<file path="config.mk">
export PLATFORM = sky130hd
export DESIGN_NAME = hmm_obs_generator
export DESIGN_NICKNAME = d
export VERILOG_FILES = /design/src/rtl/hmm_obs_generator_pkg.sv /design/src/rtl/hmm_obs_generator_cdf_sampler.sv /design/src/rtl/hmm_obs_generator.sv
export SDC_FILE = /design/constraint.sdc
export NUM_CORES = 1
export LEC_CHECK = 0
export CAP_MARGIN = 20
export CORE_AREA = 3 3 146 148
export CTS_CLUSTER_SIZE = 12
export DETAILED_ROUTE_END_ITERATION = 12
export DIE_AREA = 0 0 149 151
export GPL_TIMING_DRIVEN = 1
export MAX_ROUTING_LAYER = met4
export PLACE_DENSITY_LB_ADDON = 0.05
export SYNTH_ARGS = -nofsm -noshare
export SYNTH_HDL_FRONTEND = slang
export SYNTH_SLANG_ARGS = --single-unit
</file>
<file path="constraint.sdc">
create_clock -name clk -period 3.4 [get_ports clk]
set_clock_uncertainty 0.05 [all_clocks]
set_input_delay 0.51 -clock clk [delete_from_list [all_inputs] [get_ports clk]]
set_output_delay 0.51 -clock clk [all_outputs]
set_load 0.01 [all_outputs]
</file>
<file path="src/rtl/hmm_obs_generator_pkg.sv">
// Shared constants, FSM encoding and LFSR helper for the HMM observation generator.
package hmm_obs_generator_pkg;

  localparam int I  = 3;
  localparam int K  = 3;
  localparam int N  = 5;
  localparam int P  = 16;

  localparam int IW = $clog2(I);
  localparam int KW = $clog2(K);
  localparam int LW = $clog2(N + 1);

  localparam logic [15:0] LFSR_SEED_DEFAULT = 16'hACE1;
  // Feedback taps 16,14,13,11 expressed as bit positions 15,13,12,10.
  localparam logic [15:0] LFSR_TAPS         = 16'hB400;

  typedef enum logic [2:0] {
    IDLE,
    START,
    SAMP_S,
    SAMP_O,
    EMIT,
    DONE
  } fsm_e;

  function automatic logic [15:0] lfsr_next(input logic [15:0] v);
    return {v[14:0], ^(v & LFSR_TAPS)};
  endfunction

endpackage

</file>
<file path="src/rtl/hmm_obs_generator_cdf_sampler.sv">
// Combinational inverse-CDF lookup: smallest index whose threshold covers the draw.
module hmm_cdf_sampler
  import hmm_obs_generator_pkg::*;
#(
  parameter  int ENTRIES = 3,
  parameter  int DATA_W  = P,
  localparam int IDX_W   = (ENTRIES > 1) ? $clog2(ENTRIES) : 1
) (
  input  logic [DATA_W-1:0] r_i,
  input  logic [DATA_W-1:0] cdf_i [ENTRIES],
  output logic [IDX_W-1:0]  idx_o
);

  // Scanning downward lets the lowest matching index win; no match keeps the last entry.
  always_comb begin
    idx_o = IDX_W'(ENTRIES - 1);
    for (int j = ENTRIES - 1; j >= 0; j--) begin
      if (r_i <= cdf_i[j]) begin
        idx_o = IDX_W'(j);
      end
    end
  end

endmodule

</file>
<file path="src/rtl/hmm_obs_generator.sv">
// Draws a hidden-state path and emitted symbols from an HMM using LFSR randomness,
// streaming symbols with valid/ready and exposing the true path for decoder checking.
module hmm_obs_generator
  import hmm_obs_generator_pkg::*;
(
  input  logic          clk,
  input  logic          rst_n,
  input  logic          go,
  input  logic [LW-1:0] req_len,
  input  logic [15:0]   seed,
  input  logic [P-1:0]  cdfC [I],
  input  logic [P-1:0]  cdfA [I][I],
  input  logic [P-1:0]  cdfB [I][K],
  input  logic          obs_ready,
  output logic          start,
  output logic [LW-1:0] vit_length,
  output logic [KW-1:0] obs_out,
  output logic          obs_valid,
  output logic [IW-1:0] state_seq [N],
  output logic          busy,
  output logic          done
);

  fsm_e          state_q, state_d;
  logic          start_q, start_d;
  logic          done_q, done_d;
  logic          busy_q, busy_d;
  logic          obs_valid_q, obs_valid_d;
  logic [KW-1:0] obs_q, obs_d;
  logic [LW-1:0] len_q, len_d;
  logic [LW-1:0] t_q, t_d;
  logic [15:0]   lfsr_q, lfsr_d;
  logic [IW-1:0] s_q, s_d;
  logic [IW-1:0] seq_q [N];
  logic [IW-1:0] seq_d [N];

  logic [P-1:0]  st_row [I];
  logic [P-1:0]  ob_row [K];
  logic [IW-1:0] st_idx;
  logic [KW-1:0] ob_idx;
  logic [P-1:0]  draw;
  logic [LW-1:0] len_clamped;

  assign draw        = lfsr_q[P-1:0];
  assign len_clamped = (req_len > LW'(N)) ? LW'(N) : req_len;

  // The first step draws from the initial distribution, later steps from the previous state's row.
  always_comb begin
    for (int j = 0; j < I; j++) begin
      st_row[j] = (t_q == '0) ? cdfC[j] : cdfA[s_q][j];
    end
    for (int j = 0; j < K; j++) begin
      ob_row[j] = cdfB[s_q][j];
    end
  end

  hmm_cdf_sampler #(
    .ENTRIES (I),
    .DATA_W  (P)
  ) u_state_sampler (
    .r_i   (draw),
    .cdf_i (st_row),
    .idx_o (st_idx)
  );

  hmm_cdf_sampler #(
    .ENTRIES (K),
    .DATA_W  (P)
  ) u_symbol_sampler (
    .r_i   (draw),
    .cdf_i (ob_row),
    .idx_o (ob_idx)
  );

  always_comb begin
    state_d     = state_q;
    start_d     = 1'b0;
    done_d      = 1'b0;
    obs_valid_d = obs_valid_q;
    obs_d       = obs_q;
    len_d       = len_q;
    t_d         = t_q;
    lfsr_d      = lfsr_q;
    s_d         = s_q;
    seq_d       = seq_q;

    unique case (state_q)
      IDLE: begin
        if (go) begin
          len_d  = len_clamped;
          t_d    = '0;
          lfsr_d = (seed == 16'h0000) ? LFSR_SEED_DEFAULT : seed;
          for (int i = 0; i < N; i++) begin
            seq_d[i] = '0;
          end
          // A zero-length request completes without ever notifying the decoder.
          if (len_clamped == '0) begin
            state_d = DONE;
          end else begin
            state_d = START;
            start_d = 1'b1;
          end
        end
      end
      START: begin
        state_d = SAMP_S;
      end
      SAMP_S: begin
        s_d        = st_idx;
        seq_d[t_q] = st_idx;
        lfsr_d     = lfsr_next(lfsr_q);
        state_d    = SAMP_O;
      end
      SAMP_O: begin
        obs_d       = ob_idx;
        obs_valid_d = 1'b1;
        lfsr_d      = lfsr_next(lfsr_q);
        state_d     = EMIT;
      end
      EMIT: begin
        if (obs_valid_q && obs_ready) begin
          obs_valid_d = 1'b0;
          if ((t_q + LW'(1)) < len_q) begin
            t_d     = t_q + LW'(1);
            state_d = SAMP_S;
          end else begin
            state_d = DONE;
          end
        end
      end
      DONE: begin
        done_d  = 1'b1;
        state_d = IDLE;
      end
      default: begin
        state_d = IDLE;
      end
    endcase

    busy_d = (state_d != IDLE);
  end

  always_ff @(posedge clk or negedge rst_n) begin
    if (!rst_n) begin
      state_q     <= IDLE;
      start_q     <= 1'b0;
      done_q      <= 1'b0;
      busy_q      <= 1'b0;
      obs_valid_q <= 1'b0;
      obs_q       <= '0;
      len_q       <= '0;
      t_q         <= '0;
      lfsr_q      <= LFSR_SEED_DEFAULT;
      s_q         <= '0;
      for (int i = 0; i < N; i++) begin
        seq_q[i] <= '0;
      end
    end else begin
      state_q     <= state_d;
      start_q     <= start_d;
      done_q      <= done_d;
      busy_q      <= busy_d;
      obs_valid_q <= obs_valid_d;
      obs_q       <= obs_d;
      len_q       <= len_d;
      t_q         <= t_d;
      lfsr_q      <= lfsr_d;
      s_q         <= s_d;
      for (int i = 0; i < N; i++) begin
        seq_q[i] <= seq_d[i];
      end
    end
  end

  assign start      = start_q;
  assign done       = done_q;
  assign busy       = busy_q;
  assign obs_valid  = obs_valid_q;
  assign obs_out    = obs_q;
  assign vit_length = len_q;
  assign state_seq  = seq_q;

endmodule

</file>
; Word-level counts from Yosys, hierarchy flattened
; Index checks and enable logic that the tools add are counted.
[word_totals]
ff_bits = 43
elab_cells = 89
output_inout_bits = 19
[classes]
addsub = 1
n_reduce_logical = 18
bitwise = 2
eq_ne = 8
mux = 36
n_lt_le_gt_ge = 9
[op_table]
columns = operator, count
row1 = 48-bit binary-select mux with 2-bit select, 2
row2 = 48-bit 2-to-1 mux, 4
row3 = 16-bit <= comparator, 4
row4 = 16-bit 2-to-1 mux, 4
row5 = 16-bit one-hot mux with 2 select lines, 1
row6 = 3-bit 2-to-1 mux, 8
row7 = 10-bit one-hot mux with 2 select lines, 1
row8 = 16-bit zero test, 1
row9 = 16-bit parity, 1
row10 = 3-bit one-hot mux with 5 select lines, 1
row11 = 10-bit bitwise mux, 1
row12 = 10-bit 2-to-1 mux, 1
row13 = 2-bit 2-to-1 mux, 5
row14 = 3-bit zero test, 3
row15 = 2-bit AND reduction, 4
row16 = 2-bit nonzero test, 4
row17 = 2-bit demux with 3-bit select, 1
row18 = "3-bit by 2-bit == test with 1-bit output, second input constant", 2
row19 = "3-bit == test, second input constant", 2
row20 = "2-bit != test, second input constant", 3
row21 = 3-bit one-hot mux with 2 select lines, 1
row22 = 1-bit 2-to-1 mux, 5
row23 = "4-bit greater-or-equal comparator, second input constant", 1
row24 = "4-bit by 1-bit less-than comparator with 1-bit output, second input constant", 1
row25 = other kinds (12), 13

; Depth between registers and ports, before layout
; Gate-level depths: netlist of run 1.
[logic_depth]
word_depth = 10
ltp_mapped = 14
depth_no_buf = 12

; Hierarchy
; A second synthesis of run 1 with hierarchy kept.
[hier_totals]
cells_unflattened = 863
area_unflattened_um2 = 6197.2
[by_module_without_submodules]
columns = mod, cells_per_inst, n_inst, area_each_um2
row1 = hmm_obs_generator, 639, 1, 4555.6
row2 = hmm_cdf_sampler, 112, 2, 820.8

; Worst setup path after synthesis of run 1
; Ideal clock, no wire load.
[synth_path]
path_type = register -> register
startpoint = register t_q[0]
endpoint = register seq_q (netlist bit state_seq[5])
stages_incl_launch_ff = 15
setup_time_ps = 137
path_slack_ps = 443
arrival_time_ps = 2770
synth_period_minus_slack_ps = 2957
cell_sequence = dfrtp_1 -> inv_1 -> ha_1 -> nand2b_1 -> buf_2 -> buf_1 -> o211ai_1 -> o21ai_0 -> ha_1 -> a21oi_1 -> o21ai_0 -> a221o_1 -> o311a_1 -> o311ai_2 -> o21ai_1
[synth_via]
elab_chain_cells = 7
elab_cells_between_ends = 15
[synth_rtl]
columns = item, line_no
row1 = from (decl), hmm_obs_generator.sv:31  ; logic [LW-1:0] t_q, t_d;
row2 = from (signal assigned), hmm_obs_generator.sv:166  ; t_q <= t_d;
row3 = 3-bit zero test or 3-bit NOT with 4-bit output (tied branches), --
row4 = 16-bit 2-to-1 mux (tied with other cells), hmm_obs_generator.sv:50  ; st_row[j] = (t_q == '0) ? cdfC[j] : cdfA[s_q][j];
row5 = 16-bit <= comparator or 1-bit logical AND (tied branches), "hmm_obs_generator_cdf_sampler.sv:18, hmm_obs_generator.sv:110"
row6 = 2-bit 2-to-1 mux (on tied branches), "hmm_obs_generator_cdf_sampler.sv:18, hmm_obs_generator.sv:110"
row7 = 2-bit 2-to-1 mux or 2-bit demux with 3-bit select (tied branches), "hmm_obs_generator_cdf_sampler.sv:18, hmm_obs_generator.sv:110"
row8 = 10-bit bitwise mux (*), hmm_obs_generator.sv:110  ; seq_d[t_q] = st_idx;
row9 = 10-bit one-hot mux with 2 select lines (*), hmm_obs_generator.sv:87  ; unique case (state_q)
row10 = "to (signal, indexed assignment)", hmm_obs_generator.sv:170  ; seq_q[i] <= seq_d[i];
row11 = to (decl), hmm_obs_generator.sv:34  ; logic [IW-1:0] seq_q [N];
; Mark *: on every way between the ends. The rest lies on a longest branch, timed or not.
; A chain may end at the register's enable or synchronous reset.

; Worst setup path after layout of run 1
[layout_path]
startpoint = register t_q[1]
endpoint = register seq_q (netlist bit state_seq[0])
; The elaborated chain is that of the path after synthesis.

==> metrics.md, run 1 <==
| Metric | Value |
|---|---|
| Fmax | `0.318 GHz` |
| Initial core utilization | `0.244` |
| Hold/Removal Path Class | `input port to asynchronous set/reset pin` |
| Detailed Routing Iterations Pass 1 | `6` |
| Clock slew at reported path FFs | `60 ps` |
| I/O Buffers | `265` |
| Final setup fails | `0` |
| Sequential fraction of the synthesis area | `0.220` |
| GR Overflow Total | `0` |
| Rel. slew slack | `0.488` |
| PD cells | `582 nW/um^2` |
| Clk_lat worst skew | `270 ps` |
| Required @ worst endpoint | `3500 ps` |
| Mapped Cells | `619` |
| Crit path time final | `3150 ps` |
| I/O pins | `378` |
| Fin. max-slew vios | `0` |
| Ys async rst share | `1.00` |
| Synth Register Bits | `43` |
| Synth Cell Area | `4930 sq um` |
| Top FF cell, synth | `dfrtp_1` |
| Postcts setup bufs | `0` |
| Post-Place Cells | `1141` |
| Detail Placement HPWL | `17.5 mm` |
| Reg2reg setup slack | `250 ps` |
| Startpoint types | `flip-flop` |
| Drt total wl | `21.1 mm` |
| Arrival @ worst endpoint | `3250 ps` |
| Vert. Die Dim | `151 um` |
| GPL Wtd Cong | `0.830` |
| Largest net degree at the start of global routing | `40` |
| GRT busiest layer | `met2` |
| Clock sink count | `43` |
| Setup CP Type | `flip-flop to flip-flop` |
| Layout cells sized above 1 | `0.0580` |
| YS warnings | `0` |
| Status | `completed` |
| Setup crit end kind | `flip-flop` |
| Gr usage total | `0.183` |
| TritonCTS buffer count | `5` |
| Max FO, Critical Path | `39` |
| Antenna Nets Post-Route | `0` |
| H-Tree Depth | `2` |
| Mapped Avg Cell Area | `7.96 sq um` |
| # nets final | `1305` |
| Die X | `149 um` |
| # DRC | `0` |
| Row count | `52` |
| Leak Pwr | `3.23 nW` |
| Peak VDD IR | `321 uV` |
| Layout area overhead | `65.6%` |
| Via/cell ratio | `4.91` |
| Fin crit share | `0.926` |
| First-pass GRT wire length | `31.6 mm` |
| CTS Buffer Depth | `2` |
| Core footprint | `20200 sq um` |
| Vias in the first global route | `5816` |
| Hold Fails Final Rpt | `0` |
| CTS tree | `built` |
| WL per Instance | `18.3 um` |
| Overall power | `4.75 mW` |
| Met1 global-route usage | `0.243` |
| EDFF count, synth | `0` |
| Synth cell types | `53` |
| Setup_tns | `0 ps` |
| Non-filler instance count after layout | `1151` |
| Syn_nets | `1046` |
| Slew at the pin closest to its max-slew limit | `765 ps` |
| Area of the die | `22500 sq um` |
| Initial antenna violation count | `2` |
| Vias post-DR | `5649` |
| Met2 Use GR | `0.303` |
| GR Layer Usage met3 | `0.0278` |
| Maxcap violations | `0` |
| DR iter-0 viols | `267` |
| CTS Root Cell | `clkbuf_16` |
## where the power goes
group	switching, mW	internal (mW)
Sequential	0.367	0.728
Clock	0.179	0.271
Combinational	1.69	1.51
## flip-flops by register name (all words and copies together), names as in the netlist
name and flops:
draw 16, state_seq 10, state_q 3, t_q 3, vit_length 3, obs_out 2
s_q 2, busy 1, done 1, obs_valid 1, start 1
## metrics by stage
stage / hold slack [ps] / utilization / area [sq um] / setup slack, ps
after global placement: 423 / 0.397 / 8010 / 81.3
after global routing: 252 / 0.405 / 8160 / -12.8
final: 201 / 0.405 / 8160 / 251
after floorplan: 164 / - / 4930 / 443
after CTS: 224 / 0.404 / 8150 / 193
after detailed placement: 435 / 0.397 / 8010 / 86.1
## critical path, stage by stage, from the launching register on
cell and delay (ps):
dfrtp_1 420, inv_1 120, ha_1 170, nand2b_2 90, buf_12 180, buf_12 160
o211ai_1 80, o21ai_0 180, ha_1 320, nand4_1 170, nor4_2 350, a21boi_1 270
o31ai_1 110, nand2_1 230, o21ai_1 120
## final timing paths
kind	start	cells after the start	end
max	t_q[1]	14	state_seq[0]
min	rst_n	1	state_q[2]
max reg2reg	t_q[1]	14	state_seq[0]
min reg2reg	state_seq[2]	2	state_seq[2]
max in group asynchronous	rst_n	2	state_seq[1]
min in group clk	state_seq[2]	2	state_seq[2]
## metal layers
| layer | vias to the layer above | wire length [um] |
|---|---|---|
| met5 | - | 0 |
| met4 | 0 | 234 |
| met1 | 2587 | 9560 |
| met2 | 205 | 9790 |
| li1 | 2843 | - |
| met3 | 14 | 1480 |
## synth_stat cells (3+ instances only)
cell type	instances	area, sq um
nand2_1	70	263
ha_1	68	851
mux2i_1	65	651
a21oi_1	62	310
nor2_1	58	218
o21ai_0	51	255
dfrtp_1	35	876
o211ai_1	33	248
clkbuf_1	16	60.1
nand3_1	16	80.1
nand4_1	15	93.8
inv_1	14	52.6
buf_2	11	55.1
o21ai_1	10	50.1
buf_1	8	30.0
dfstp_2	8	210
nor2b_1	7	43.8
a21o_1	6	45.0
a222oi_1	6	60.1
a22oi_1	6	45.0
nor4_1	6	37.5
nor3_1	4	20.0
or3_1	4	25.0
a221o_1	3	30.0
nand2b_1	3	18.8
o31ai_1	3	22.5
xnor2_1	3	26.3
## what timing repair did
action,4_1_cts,5_1_grt
endpoints found under the setup margin,0,7
hold buffers,0,0
resized for setup,0,2
## cell families after synthesis
logic type | Yosys count | share of synthesized area
and+or+nand+nor | 195 | 0.184
AOI/OAI and AO/OA | 193 | 0.240
adders and majority gates | 68 | 0.173
muxes | 66 | 0.134
buffers and inverters | 50 | 0.0416
DFF | 43 | 0.220
xor gates and xnor gates | 4 | 0.00711
## placed cells by master (no fill, tap or decap), types with 2 or more instances in the layout
cell / Yosys / routed
clkdlybuf4s50_1: 0 / 264
nand2_1: 70 / 70
ha_1: 68 / 68
mux2i_1: 65 / 65
a21oi_1: 62 / 62
nor2_1: 58 / 58
o21ai_0: 51 / 51
o211ai_1: 33 / 33
dfrtp_1: 35 / 33
buf_4: 1 / 18
nand3_1: 16 / 16
nand4_1: 15 / 15
inv_1: 14 / 14
o21ai_1: 10 / 10
dfstp_2: 8 / 8
nor2b_1: 7 / 6
a21o_1: 6 / 6
a222oi_1: 6 / 6
a22oi_1: 6 / 6
nor4_1: 6 / 5
clkbuf_16: 0 / 5
buf_12: 0 / 5
nor3_1: 4 / 4
or3_1: 4 / 4
a221o_1: 3 / 3
o31ai_1: 3 / 3
xnor2_1: 3 / 3
diode_2: 0 / 2
nand2b_1: 3 / 2
or4_1: 2 / 2
or4_4: 2 / 2
clkbuf_1: 16 / 2
## cell type report
cell class                 count  area, sq um
fill                        2073        12000
multi-input combinational    526         3660
timing repair buffer         288         2880
sequential                    43         1090
tap                          270          338
clock buffer                   7          133
inverter                      14         52.6
clock inverter                 1         5.00
antenna                        2         5.00
Power figures use the tool's default switching activity.
==> inputs of run 2 (changes only) <==
--- a/config.mk
+++ b/config.mk
@@ -5,12 +5,14 @@
 export SDC_FILE = /design/constraint.sdc
 export NUM_CORES = 1
 export LEC_CHECK = 0
+export ABC_AREA = 1
 export CAP_MARGIN = 20
-export CORE_AREA = 3 3 146 148
+export CORE_AREA = 3 3 144 146
 export CTS_CLUSTER_SIZE = 12
 export DETAILED_ROUTE_END_ITERATION = 12
-export DIE_AREA = 0 0 149 151
+export DIE_AREA = 0 0 147 149
 export GPL_TIMING_DRIVEN = 1
+export HOLD_SLACK_MARGIN = 0.08
 export MAX_ROUTING_LAYER = met4
 export PLACE_DENSITY_LB_ADDON = 0.05
 export SYNTH_ARGS = -nofsm -noshare
==> metrics.md, run 2 <==
| Metric | Value |
|---|---|
| I/O Buffers | `265 (unchanged)` |
| Ys async rst share | `1.00 (unchanged)` |
| Detail Placement HPWL | `17.8 mm (+1.7%)` |
| Layout cells sized above 1 | `0.0543 (-0.00373)` |
| YS warnings | `0 (unchanged)` |
| Max FO, Critical Path | `37 (-5.1%)` |
| Reg2reg start | `t_q[1]` |
| Mapped Cells | `765 (+24%)` |
| Vert. Die Dim | `149 um (-1.3%)` |
| Crit path time final | `3110 ps (-36.2 ps)` |
| Vias in the first global route | `6078 (+4.5%)` |
| Top FF cell, synth | `dfrtp_1` |
| Final worst slack | `287 ps (+36.2 ps)` |
| Overall power | `5.33 mW (+12%)` |
| Clk_lat worst skew | `280 ps (about the same)` |
| # DRC | `0 (unchanged)` |
| Most frequent cells in the layout | `clkdlybuf4s50_1, nand2_1, o21ai_0` |
| Required @ worst endpoint | `3570 ps (+70 ps)` |
| Fin crit share | `0.916 (-0.0106)` |
| Syn_nets | `1192 (+14%)` |
| EDFF count, synth | `0 (unchanged)` |
| Clock sink count | `43 (unchanged)` |
| PD cells | `640 nW/um^2 (+10%)` |
| Synth cell count leaders | `nand2_1, o21ai_0, nor2_1, ha_1, inv_1` |
| Core footprint | `19500 sq um (-3.2%)` |
| Startpoint types | `flip-flop` |
| TritonCTS buffer count | `5 (unchanged)` |
| # nets final | `1439 (+10%)` |
| Multi-input gate area | `3770 sq um (+3.2%)` |
| I/O pins | `378 (unchanged)` |
| Cell with the most instances after synthesis | `nand2_1` |
| Synth cell types | `43 (-19%)` |
| GPL Wtd Cong | `0.800 (-3.6%)` |
| GR Overflow Total | `0 (unchanged)` |
| Synth area leader | `dfrtp_1` |
| Rel. slew slack | `0.493 (+0.00512)` |
| Status | `completed` |
| CTS Buffer Depth | `2 (unchanged)` |
| FF+latch area | `1090 sq um (-0.34%)` |
| Commonest non-fill, non-tap cell in the layout | `clkdlybuf4s50_1` |
| Clock slew at reported path FFs | `60 ps (about the same)` |
| Slew at the pin closest to its max-slew limit | `760 ps (-4.85 ps)` |
| Area of the die | `21900 sq um (-2.6%)` |
| Fmax | `0.321 GHz (+1.2%)` |
| Non-filler instance count after layout | `1283 (+11%)` |
| Filler cells | `2065 (-0.39%)` |
| Initial antenna violation count | `5 (+3)` |
| First-pass GRT wire length | `34.3 mm (+8.7%)` |
| Post-Place Cells | `1270 (+11%)` |
| DR iter-0 viols | `314 (+18%)` |
| Setup CP Type | `flip-flop to flip-flop` |
| H-Tree Depth | `2 (unchanged)` |
| Via/cell ratio | `4.77 (-2.8%)` |
| Largest register FFs | `16 (unchanged)` |
| Worst Setup SP | `t_q[1]` |
| Sequential fraction of the synthesis area | `0.208 (-0.0121)` |
| Fin. max-slew vios | `0 (unchanged)` |
| Setup_tns | `0 ps (unchanged)` |
| Leak Pwr | `3.59 nW (+11%)` |
| RSZ-0062 raised after global routing | `no` |
| Fin Hold WS | `249 ps (+48.1 ps)` |
| CTS tree | `built` |
| Drt total wl | `22.5 mm (+6.8%)` |
| Row count | `51 (-1.9%)` |
| Initial core utilization | `0.267 (+0.0227)` |
| Maxcap violations | `0 (unchanged)` |
| Synth Register Bits | `43 (unchanged)` |
| Largest net degree at the start of global routing | `42 (+5.0%)` |
| Antenna Nets Post-Route | `0 (unchanged)` |
| Post-placement worst setup slack | `215 ps (+129 ps)` |
| Synth Cell Area | `5220 sq um (+5.8%)` |
| Detailed Routing Iterations Pass 1 | `4 (-2)` |
| Gr usage total | `0.203 (+0.0202)` |
| Post-route design area | `8330 sq um (+2.0%)` |
| Hold Fails Final Rpt | `0 (unchanged)` |
| Mapped Avg Cell Area | `6.82 sq um (-14%)` |
| Synth area leaders | `dfrtp_1, ha_1, nand2_1, o21ai_0, nor2_1` |
| Layout area overhead | `59.6%` |
| Peak VDD IR | `321 uV (-0.18%)` |
| Setup crit end kind | `flip-flop` |
| Share of the synthesized area in the top cell type | `0.168 (-0.00972)` |
| CTS Root Cell | `clkbuf_16` |
| Die X | `147 um (-1.3%)` |
| Postcts setup bufs | `0 (unchanged)` |
| Final core occ | `0.426 (+0.0217)` |
| Final setup fails | `0 (unchanged)` |
| Hold/Removal Path Class | `input port to asynchronous set/reset pin` |
| Dpl cell area | `8150 sq um (+1.7%)` |
| Hold buffer count at cts | `0 (unchanged)` |
| Vias post-DR | `6122 (+8.4%)` |
| WL per Instance | `17.5 um (-4.2%)` |
| CTS resizes | `0 (unchanged)` |
| Arrival @ worst endpoint | `3290 ps (+40 ps)` |
-- run 2: cell types whose count changed after synthesis, sizes merged, moves of 7 or more --
| cell | change |
|---|---|
| a2bb2oi | +30 |
| inv | +31 |
| a21oi | -28 |
| nor2b | -7 |
| nor2 | +50 |
| nand4 | -10 |
| o21ai | +51 |
| nand2 | +112 |
| mux2i | -65 |
| nand3 | +19 |
-- run 2: per-layer routing --
metal | up-vias | part of all wire | GRT usage
met5 | - | 0 | -
met4 | 0 | 0.010 | 0.0270
met3 | 13 | 0.072 | 0.0404
met2 | 220 | 0.43 | 0.308
met1 | 2732 | 0.49 | 0.289
li1 | 3157 | - | -
-- run 2: kinds of logic after synthesis --
group           count (synthesis)  share of synthesized area
flops                          43                      0.208
xor+xnor                        4                    0.00672
simple gates                  341                      0.291
buf+inv                        84                     0.0691
compound gates                225                      0.262
fa+ha+maj                      68                      0.163
-- run 2: path summary, 6_finish.rpt --
path / to / slack (ps) / cells past startpoint
max: state_seq[8] / 290 / 14
min: vit_length[0] / 250 / 1
max reg2reg: state_seq[8] / 290 / 14
min reg2reg: state_seq[8] / 430 / 2
max in group asynchronous: state_seq[6] / 2410 / 2
min in group clk: state_seq[8] / 430 / 2
-- run 2: power by group --
group	internal, mW	switching (mW)	total [mW]
clock network	0.313	0.191	0.504
logic	1.58	2.14	3.72
registers	0.730	0.372	1.10
total	2.63	2.70	5.33
-- run 2: final cells by class --
class | count | share of cell area
Multi-Input combinational cell | 638 | 0.453
Sequential cell | 43 | 0.131
Inverter | 46 | 0.0219
Clock buffer | 8 | 0.0188
Timing Repair Buffer | 278 | 0.334
Antenna cell | 5 | 0.00150
Tap cell | 265 | 0.0398
-- run 2: critical path, stage by stage (launching register included) --
cell and delay, ps:
dfrtp_1 540, inv_1 210, ha_1 260, nand2_4 210
buf_12 230, o211ai_1 110, o21ai_0 140, ha_1 310
a21oi_1 150, o21ai_0 80, a21oi_1 240, nand2_1 90
nand2_1 230, nand3_1 120, nand2_1 80
==> RTL change (settings of run 1) <==
Re-encode `fsm_e` (6 states) as one-hot, 6 bits wide.
--- a/src/rtl/hmm_obs_generator_pkg.sv
+++ b/src/rtl/hmm_obs_generator_pkg.sv
@@ -16,9 +16,9 @@
 
-  typedef enum logic [2:0] {
-    IDLE,
-    START,
-    SAMP_S,
-    SAMP_O,
-    EMIT,
-    DONE
+  typedef enum logic [5:0] {
+    IDLE   = 6'b000001,
+    START  = 6'b000010,
+    SAMP_S = 6'b000100,
+    SAMP_O = 6'b001000,
+    EMIT   = 6'b010000,
+    DONE   = 6'b100000
   } fsm_e;
Formal check against the unedited RTL: no difference found for any inputs over 4 cycles, from zero or initial values and one cycle with rst_n low; so few cycles prove little.
==> RTL change against run 1 <==
Die area unchanged; synthesized area grew 4.2%; combinational power is 6.5% higher; worst hold slack improved by 0.062 ns; wire length rose by 4.2%; sequential share of layout area is 0.45 points higher; design area rose by 3.5%; via count rose by 3.6%; sequential power up 4%; total power up 9.4%; worst setup slack worse by 0.062 ns; sequential cell count is 3 higher.
==> RTL change: results (changes against run 1) <==
WL/cell: 18.6 um (was 18.3 um)
H-tree levels: 2 (unchanged)
post-synthesis sequential area ratio: 22.6% (was 22.0%)
port bufs: 265 (unchanged)
Post-Syn Instances: 646 (was 619)
Post-Syn Nets: 1073 (was 1046)
DP HPWL: 18100 um (was 17500 um)
max incr delay on CP: 0.52 ns (was 0.42 ns)
XOR/XNOR share of the synthesized area: 0.853% (was 0.711%)
DR vias: 5854 (was 5649)
relative slew slack: 46.5% (was 48.8%)
DRC viols: 0 (unchanged)
hold slack: 0.263 ns (was 0.201 ns)
share of cells above drive strength 1: 6.50% (was 5.80%)
critical path peak fanout: 31 (was 39)
cell leakage power: 3.46 nW (was 3.23 nW)
root buf cell: clkbuf_16 (unchanged)
Synth Area in Compound Gates: 24.3% (was 24.0%)
initial DRC count: 282 (was 267)
flip-flop count of the largest register after layout: 16 (unchanged)
r2r startpoint: s_q[1]$_DFFE_PN0P_ (was t_q[1]$_DFFE_PN0P_)
P_comb: 3.42 mW (was 3.21 mW)
fillers: 2043 (was 2073)
ys async rst share: 100% (unchanged)
Post-synth top cells: 72 x a21oi_1, 69 x nand2_1, 68 x ha_1, 65 x mux2i_1, 60 x nor2_1 (was 70 x nand2_1, 68 x ha_1, 65 x mux2i_1, 62 x a21oi_1, 58 x nor2_1)
Net Sw Frac: 45.8% (was 47.1%)
crit path max-delay cell type: dfrtp_4 (was dfrtp_1)
Synth Flop Type: dfrtp_1 (unchanged)
Post-synth EDFFs: 0 (unchanged)
Clock Latency Late Sink: 0.28 ns
post-synthesis mux area share: 12.7% (was 13.4%)
synth top area cells: dfrtp_1 18%, ha_1 17%, mux2i_1 13%, a21oi_1 7.0%, o21ai_0 5.7% (was dfrtp_1 18%, ha_1 17%, mux2i_1 13%, a21oi_1 6.3%, nand2_1 5.3%)
Post-CTS Setup Bufs: 0 (unchanged)
initial antenna violation count: 5 (was 2)
worst vdd ir: 0.000390 V (was 0.000321 V)
Inserted Clock Buffers: 5 (unchanged)
clock-pin slew on the worst setup and hold paths: 0.07 ns
P_seq: 1.13 mW (was 1.09 mW)
outcome: complete, no violations (unchanged)
post-synth cell types: 53 (unchanged)
Post-Synth Adder-Cell Area: 16.6% (was 17.3%)
arrival time at the worst endpoint: 3.34 ns (was 3.25 ns)
final non-filler cell total: 1183 (was 1151)
vias in the first global route: 5980 (was 5816)
Area after DPL: 0.00822 mm^2 (was 0.00801 mm^2)
CTS max path bufs: 2 (unchanged)
Ys Warns: 0 (unchanged)
R2R Setup Slk: 0.19 ns (was 0.25 ns)
drt pass-1 iters: 4 (was 6)
HP Class: input pin to asynchronous set/reset pin (unchanged)
largest net degree at the start of global routing: 48 (was 40)
first-pass GRT wire length: 32700 um (was 31600 um)
R2R Path End: state_seq[3]$_DFFE_PN0P_ (was state_seq[0]$_DFFE_PN0P_)
nets@finish: 1334 (was 1305)
Total GRT Usage: 19.0% (was 18.3%)
RePlAce Congestion: 0.809 (was 0.830)
worst-case reg-to-reg path depth: 11 (was 14)
## RTL change: changes by cell type after synthesis, sizes merged, moves of 3 or more
cell	change
or4	-3
inv	-4
clkbuf	+5
a22oi	-6
buf	-7
nand3	+5
a31oi	+6
and3	+3
a222oi	-6
nor2	+3
nor4	+3
o31ai	+6
a21oi	+10
## RTL change: timing repair
item | CTS | global route
endpoints found under the setup margin | 9 | 11
resized for setup | 2 | 6
endpoints found under the hold margin | 0 | 0
## RTL change: worst max path at each step
stage / start / endpoint / slack [ns] / depth (start not counted)
global route: t_q[1]$_DFFE_PN0P_ / state_seq[2]$_DFFE_PN0P_ / -0.02 / 14
detailed placement: cdfA[44] / state_seq[2]$_DFFE_PN0P_ / -0.07 / 11
floorplan: t_q[0]$_DFFE_PN0P_ / state_seq[3]$_DFFE_PN0P_ / 0.33 / 14
global placement: cdfA[44] / state_seq[2]$_DFFE_PN0P_ / -0.03 / 10
CTS: t_q[1]$_DFFE_PN0P_ / state_seq[2]$_DFFE_PN0P_ / 0.002 / 13
finish: s_q[1]$_DFFE_PN0P_ / state_seq[3]$_DFFE_PN0P_ / 0.19 / 11
## RTL change: cell families (layout without fill, tap and decap cells)
kind of cell,Yosys count,in the layout
flip-flops,46,46
XOR/XNOR,5,5
buffers and inverters,44,306
AO/OA/AOI/OAI,209,209
adder cells (fa/ha/maj),68,68
other,0,5
multiplexers,65,65
AND/OR/NAND/NOR,209,209
## RTL change: stage by stage
step	TNS [ns]	worst slack [ns]	power, mW	util, %
finish	0	0.189	5.20	41.9
global route	-0.0820	-0.0243	5.70	41.9
CTS	0	0.00226	5.24	41.7
detailed placement	-0.459	-0.0668	4.56	40.7
global placement	-0.0952	-0.0340	4.46	40.7
floorplan	0	0.334	3.23	-
## RTL change: cell type report
type	count	area [um^2]	share of cell area [%]
Timing Repair Buffer	288	2870	34.0
Inverter	10	37.5	0.444
Sequential cell	46	1170	13.8
Clock buffer	6	139	1.64
Tap cell	270	338	4.00
Multi-Input combinational cell	556	3820	45.2
Clock inverter	2	60.1	0.711
Antenna cell	5	12.5	0.148
## RTL change: per-layer routing
metal | vias up | GRT usage (%) | part of all wire (%)
li1 | 2958 | - | -
met1 | 2704 | 25.3 | 47
met2 | 184 | 31.6 | 46
met3 | 8 | 3.17 | 6.3
met4 | 0 | 2.11 | 0.60
met5 | - | - | 0
## RTL change: worst max-delay path: cells and delay by family, from the launching register on
kind / cells / cell delay (ns)
AOI/OAI and AO/OA: 4 / 1.00
and+or+nand+nor: 3 / 0.68
DFF: 1 / 0.52
buffers and inverters: 2 / 0.34
adders and majority gates: 1 / 0.32
muxes: 1 / 0.15
